File: src/rtl/bus_arbiter_rr_if.sv
// Request/grant bundle between bus masters and the round-robin arbiter.
interface bus_arbiter_rr_if #(
  parameter int unsigned NUM_MASTERS = 2
);
  localparam int unsigned MW = $clog2(NUM_MASTERS);

  logic [NUM_MASTERS-1:0] breq;
  logic                   tend;
  logic                   ssplit;
  logic                   sresume;
  logic [NUM_MASTERS-1:0] bgrant;
  logic [MW-1:0]          msel;
  logic                   bus_busy;
  logic [NUM_MASTERS-1:0] msplit;
  logic                   split_busy;
  logic                   split_grant;
  logic                   timeout;

  // Arbiter view: samples requests and slave pulses, drives grants.
  modport slave (
    input  breq, tend, ssplit, sresume,
    output bgrant, msel, bus_busy, msplit, split_busy, split_grant, timeout
  );

  // Requester/slave-side view.
  modport master (
    output breq, tend, ssplit, sresume,
    input  bgrant, msel, bus_busy, msplit, split_busy, split_grant, timeout
  );
endinterface

File: src/rtl/bus_arbiter_rr.sv
// Round-robin bus arbiter with a single split-transaction slot and a
// bus-hold timeout. Grants are registered: one cycle from breq to bgrant,
// and one idle turnaround cycle after every release.
module bus_arbiter_rr #(
  parameter int unsigned NUM_MASTERS = 2,
  parameter int unsigned HOLD_MAX    = 16
) (
  input logic              clk,
  input logic              rstn,
  bus_arbiter_rr_if.slave  bus
);
  localparam int unsigned MW = $clog2(NUM_MASTERS);
  localparam int unsigned HW = $clog2(HOLD_MAX + 1);

  typedef enum logic [0:0] {StIdle, StBusy} state_e;

  state_e                 state_q, state_d;
  logic [NUM_MASTERS-1:0] bgrant_q, bgrant_d;
  logic [MW-1:0]          msel_q, msel_d;
  logic [MW-1:0]          last_q, last_d;
  logic [HW-1:0]          hold_q, hold_d;
  logic [NUM_MASTERS-1:0] msplit_q, msplit_d;
  logic                   split_busy_q, split_busy_d;
  logic                   resume_pend_q, resume_pend_d;
  logic                   split_grant_q, split_grant_d;
  logic                   timeout_q, timeout_d;

  logic [NUM_MASTERS-1:0] elig;
  logic                   rr_found;
  logic [MW-1:0]          rr_idx;
  logic [MW-1:0]          cand;
  logic [MW-1:0]          split_idx;

  // A parked master is masked out of normal arbitration.
  assign elig = bus.breq & ~msplit_q;

  // Round-robin scan starting just after the last granted master.
  always_comb begin
    rr_found = 1'b0;
    rr_idx   = '0;
    cand     = '0;
    for (int i = 1; i <= int'(NUM_MASTERS); i++) begin
      cand = MW'((int'(last_q) + i) % int'(NUM_MASTERS));
      if (!rr_found && elig[cand]) begin
        rr_found = 1'b1;
        rr_idx   = cand;
      end
    end
  end

  // Encode the one-hot split flag into the parked master's index.
  always_comb begin
    split_idx = '0;
    for (int i = 0; i < int'(NUM_MASTERS); i++) begin
      if (msplit_q[i]) split_idx = MW'(i);
    end
  end

  // Next-state: arbitration in idle, release conditions while busy.
  always_comb begin
    state_d       = state_q;
    bgrant_d      = bgrant_q;
    msel_d        = msel_q;
    last_d        = last_q;
    hold_d        = hold_q;
    msplit_d      = msplit_q;
    split_busy_d  = split_busy_q;
    resume_pend_d = resume_pend_q;
    split_grant_d = 1'b0;
    timeout_d     = 1'b0;

    // Judged on registered state, so a SPLIT accepted this edge cannot be resumed yet.
    if (bus.sresume && split_busy_q && !resume_pend_q) resume_pend_d = 1'b1;

    unique case (state_q)
      StIdle: begin
        if (resume_pend_q && bus.breq[split_idx]) begin
          state_d       = StBusy;
          bgrant_d      = NUM_MASTERS'(1) << split_idx;
          msel_d        = split_idx;
          last_d        = split_idx;
          hold_d        = HW'(1);
          msplit_d      = '0;
          split_busy_d  = 1'b0;
          resume_pend_d = 1'b0;
          split_grant_d = 1'b1;
        end else if (rr_found) begin
          state_d  = StBusy;
          bgrant_d = NUM_MASTERS'(1) << rr_idx;
          msel_d   = rr_idx;
          last_d   = rr_idx;
          hold_d   = HW'(1);
        end
      end
      StBusy: begin
        if (bus.tend || !bus.breq[msel_q]) begin
          state_d  = StIdle;
          bgrant_d = '0;
        end else if (bus.ssplit && !split_busy_q) begin
          state_d      = StIdle;
          bgrant_d     = '0;
          msplit_d     = msplit_q | (NUM_MASTERS'(1) << msel_q);
          split_busy_d = 1'b1;
        end else if (hold_q == HW'(HOLD_MAX)) begin
          state_d   = StIdle;
          bgrant_d  = '0;
          timeout_d = 1'b1;
        end else if (hold_q != '1) begin
          // A SPLIT while the slot is occupied lands here and is ignored.
          hold_d = hold_q + 1'b1;
        end
      end
      default: state_d = StIdle;
    endcase
  end

  // State registers with synchronous active-low reset.
  always_ff @(posedge clk) begin
    if (!rstn) begin
      state_q       <= StIdle;
      bgrant_q      <= '0;
      msel_q        <= '0;
      last_q        <= MW'(NUM_MASTERS - 1);
      hold_q        <= '0;
      msplit_q      <= '0;
      split_busy_q  <= 1'b0;
      resume_pend_q <= 1'b0;
      split_grant_q <= 1'b0;
      timeout_q     <= 1'b0;
    end else begin
      state_q       <= state_d;
      bgrant_q      <= bgrant_d;
      msel_q        <= msel_d;
      last_q        <= last_d;
      hold_q        <= hold_d;
      msplit_q      <= msplit_d;
      split_busy_q  <= split_busy_d;
      resume_pend_q <= resume_pend_d;
      split_grant_q <= split_grant_d;
      timeout_q     <= timeout_d;
    end
  end

  assign bus.bgrant      = bgrant_q;
  assign bus.msel        = msel_q;
  assign bus.bus_busy    = (state_q == StBusy);
  assign bus.msplit      = msplit_q;
  assign bus.split_busy  = split_busy_q;
  assign bus.split_grant = split_grant_q;
  assign bus.timeout     = timeout_q;
endmodule

File: src/flat_wrapper.sv
// flat-port wrapper written by rule: the top's interface ports become plain ports
module bus_arbiter_rr_flat 
#(
  parameter int unsigned NUM_MASTERS = 2,
  parameter int unsigned HOLD_MAX    = 16
)
  (clk, rstn, bus_breq, bus_tend, bus_ssplit, bus_sresume, bus_bgrant, bus_msel, bus_bus_busy, bus_msplit, bus_split_busy, bus_split_grant, bus_timeout);
  bus_arbiter_rr_if #(.NUM_MASTERS(NUM_MASTERS)) bus_i ();
  input logic clk;
  input logic rstn;
  input wire logic [$bits(bus_i.breq)-1:0] bus_breq;
  input wire logic [$bits(bus_i.tend)-1:0] bus_tend;
  input wire logic [$bits(bus_i.ssplit)-1:0] bus_ssplit;
  input wire logic [$bits(bus_i.sresume)-1:0] bus_sresume;
  output wire logic [$bits(bus_i.bgrant)-1:0] bus_bgrant;
  output wire logic [$bits(bus_i.msel)-1:0] bus_msel;
  output wire logic [$bits(bus_i.bus_busy)-1:0] bus_bus_busy;
  output wire logic [$bits(bus_i.msplit)-1:0] bus_msplit;
  output wire logic [$bits(bus_i.split_busy)-1:0] bus_split_busy;
  output wire logic [$bits(bus_i.split_grant)-1:0] bus_split_grant;
  output wire logic [$bits(bus_i.timeout)-1:0] bus_timeout;
  assign bus_i.breq = bus_breq;
  assign bus_i.tend = bus_tend;
  assign bus_i.ssplit = bus_ssplit;
  assign bus_i.sresume = bus_sresume;
  assign bus_bgrant = bus_i.bgrant;
  assign bus_msel = bus_i.msel;
  assign bus_bus_busy = bus_i.bus_busy;
  assign bus_msplit = bus_i.msplit;
  assign bus_split_busy = bus_i.split_busy;
  assign bus_split_grant = bus_i.split_grant;
  assign bus_timeout = bus_i.timeout;
  bus_arbiter_rr #(.NUM_MASTERS(NUM_MASTERS), .HOLD_MAX(HOLD_MAX)) u_core (.clk(clk), .rstn(rstn), .bus(bus_i));
endmodule
File: config.mk
export PLATFORM = sky130hd
export DESIGN_NAME = bus_arbiter_rr_flat
export DESIGN_NICKNAME = d
export VERILOG_FILES = /design/src/rtl/bus_arbiter_rr_if.sv /design/src/rtl/bus_arbiter_rr.sv /design/src/flat_wrapper.sv
export SDC_FILE = /design/constraint.sdc
export NUM_CORES = 1
export LEC_CHECK = 0
export BUFFER_PORTS_ARGS = -buffer_cell sky130_fd_sc_hd__buf_2
export CORE_MARGIN = 1.5
export CORE_UTILIZATION = 52
export CTS_CLUSTER_DIAMETER = 150
export CTS_CLUSTER_SIZE = 20
export DETAILED_ROUTE_END_ITERATION = 12
export PLACE_DENSITY = 0.87
export SLEW_MARGIN = 40
export SYNTH_ARGS = -nofsm -noshare
export SYNTH_HDL_FRONTEND = slang
export SYNTH_SLANG_ARGS = --single-unit
File: constraint.sdc
create_clock -name clk -period 2.7 [get_ports clk]
set_input_delay 0.27 -clock clk [delete_from_list [all_inputs] [get_ports clk]]
set_output_delay 0.27 -clock clk [all_outputs]
set_load 0.005 [all_outputs]
==> flow_metrics.py <==
metrics = {
    "clock_network": {
        "root_buffer": "clkbuf_4",
        "clk_path_buf_depth": 2,
        "postCtsSetupBuffers": 0,
        "holdBufCountCts": 0,
        "cts.sinks": 16,
        "htreeDepth": 1,
        "clkTransAtPathRegs_ps": 100,
        "clk_latency_ps": 290,
        "cts_inserted_buffers": 3,
        "cts_tree": "done",
        "post_cts_resized": 0,
    },
    "sta": {
        "worstMarginPinSlew_ps": 349,
        "finalWorstSetupSlack_ps": 422,
        "final-max-slew-violation-count": 0,
        "hold_ws_ps": 199,
        "layout_min_cycle_time_ps": 2280,
        "fin_crit_sh": 0.844,
        "rsz0062_at_grt": "no",
        "hold_viol_final": 0,
        "max_freq_mhz": 439,
        "setup_tns_ps": 0,
        "relSlewSlack": 0.765,
        "clock-skew-final_ps": 5.46,
        "setup_viol": 0,
    },
    "detailed_routing": {
        "vias": 774,
        "ant_nets": 0,
        "dr.pass1.iters": 4,
        "first_iter_violations": 23,
        "wl_mm": 1.74,
        "routed_via_density": 6.09,
        "drc_errors": 0,
        "wl_per_cell_um": 13.7,
    },
    "grt": {
        "grt_use_total": 0.219,
        "grt_overflow": 0,
        "grt_pass1_vias": 726,
        "grt_antenna_before_repair": 0,
        "grt_pass1_wl_mm": 3.03,
        "grt_max_degree": 16,
    },
    "logic_synthesis": {
        "ys_async_sr_fraction": 0,
        "synth.most_common_cell": "dfxtp_1",
        "yosys_warnings": 0,
        "syn_inst": 95,
        "synth.distinct_cells": 37,
        "ys_ff_latch": 16,
        "synth_area_um2": 816,
        "synth_top_area_frac": 0.393,
        "synth_edf_count": 0,
        "synth_top_area_cell": "dfxtp_1",
        "syn_avg_cell_area_um2": 8.59,
        "syn_nets": 105,
        "ys_seq_area_frac": 0.393,
        "synthTopCellsByArea": "dfxtp_1 39%, ha_1 4.6%, o21ai_0 3.7%, nor2_1 3.2%, a31oi_1 3.1%",
        "synth_commonest_cells": "16 x dfxtp_1, 7 x nor2_1, 6 x inv_1, 6 x nand2_1, 6 x o21ai_0",
        "synthFlopType": "dfxtp_1",
    },
    "critical_path": {
        "endpoint_kind": "flop",
        "crit_fanout": 8,
        "critPathSlowestCell": "or4_1",
        "arrival_ps": 2500,
        "critPathMaxStageDelay_ps": 660,
        "worstPathCellList": "inv_1 -> ha_1 -> and4bb_1 -> or4_1 -> or4b_1 -> a31oi_1",
        "cp-start-kind": "flop",
        "critPathKind": "flop to flop",
        "cp.required_ps": 2920,
    },
    "place": {
        "hpwl_mm": 1.25,
        "post-place-ws_ps": 453,
        "io_buffer_count": 15,
        "gp_congestion": 0.891,
    },
    "floorplanning": {
        "core_um2": 1490,
        "die_area_um2": 1820,
        "num_rows": 14,
        "die-height_um": 42.6,
        "io_pins": 16,
        "die_w_um": 42.6,
        "start_util": 0.548,
    },
    "finish": {
        "antenna_cells": 0,
        "regMostFlops": "u_core.hold_q",
        "area_growth_pct": 14.6,
        "fin_util": 0.628,
        "drive_above_1_share": 0.252,
        "fillers": 134,
        "largest_reg_flops": 5,
        "final_nets": 122,
    },
    "power": {
        "power_density_nw_per_um2": 512,
        "worst_ir_drop_vdd_uv": 300,
        "leakage_uw": 0.000389,
    },
    "job": {
        "cap_violations": 0,
    },
    "min_path": {
        "holdCritPathClass": "input pin to flop",
    },
    "outcome": {
        "outcome": "complete, no violations",
    },
}
per-stage QoR:
stage,std cells,power (uW),cell area [um^2]
6_report,127,478,935
5_1_grt,127,501,935
4_1_cts,127,480,935
3_5_place_dp,123,322,898
3_3_place_gp,123,320,898
2_1_floorplan,95,298,816
cell type report:
cell class              count  area (um^2)  area share
flip-flops and latches     16          320       0.343
well taps                  16         20.0      0.0214
inverters                   6         22.5      0.0241
repair buffers             16         82.6      0.0884
clock buffers               4         36.3      0.0388
multi-input cells          69          453       0.485
report_power, final:
part,internal (uW),switching [uW]
logic,27.4,36.8
clock network,82.3,78.2
registers,246,7.80
worst paths after layout:
kind	end	from	slack (ps)	cells after the start
max	u_core.hold_q[2]$_SDFFE_PN0P_	u_core.hold_q[0]$_SDFFE_PN0P_	420	6
min	u_core.resume_pend_q$_SDFF_PN0_	bus_sresume	200	3
min reg2reg	u_core.bus.bgrant[0]$_SDFFE_PN0P_	u_core.bus.bgrant[0]$_SDFFE_PN0P_	480	2
max reg2reg	u_core.hold_q[2]$_SDFFE_PN0P_	u_core.hold_q[0]$_SDFFE_PN0P_	420	6
cells by family after synthesis:
kind of cell,share of synthesized area
AOI/OAI and AO/OA,0.209
adders and majority gates,0.0460
buffers and inverters,0.0521
DFF,0.393
muxes,0.0123
and+or+nand+nor,0.288
cells in the final DEF (no fill, tap or decap), types with 2 or more instances in the layout:
master    instances
a31oi_1           4
clkbuf_4          3
nand2b_1          3
inv_1             6
a21oi_1           4
o32ai_1           2
dfxtp_1          16
o22ai_1           2
o31a_2            2
ha_1              3
buf_2            15
nor2_1            7
nand3b_1          2
nor2b_1           4
o21ai_0           6
nand3_1           4
nand2_1           6
and3_2            2
critical path: cells and delay by family (launching register included):
family | cells | cell delay [ps]
AOI/OAI and AO/OA | 1 | 170
buffers and inverters | 1 | 80
DFF | 1 | 360
and+or+nand+nor | 3 | 1400
adders and majority gates | 1 | 190
layer usage:
metal / wire length [um] / part of all wire / vias to the layer above / track usage
met3: 128 / 0.074 / 6 / 0.0388
li1: - / - / 379 / -
met5: 0 / 0 / - / 0
met4: 36 / 0.021 / 0 / 0.0938
met2: 755 / 0.43 / 31 / 0.332
met1: 816 / 0.47 / 358 / 0.302
Note: power is estimated with default switching activity, not from simulation.
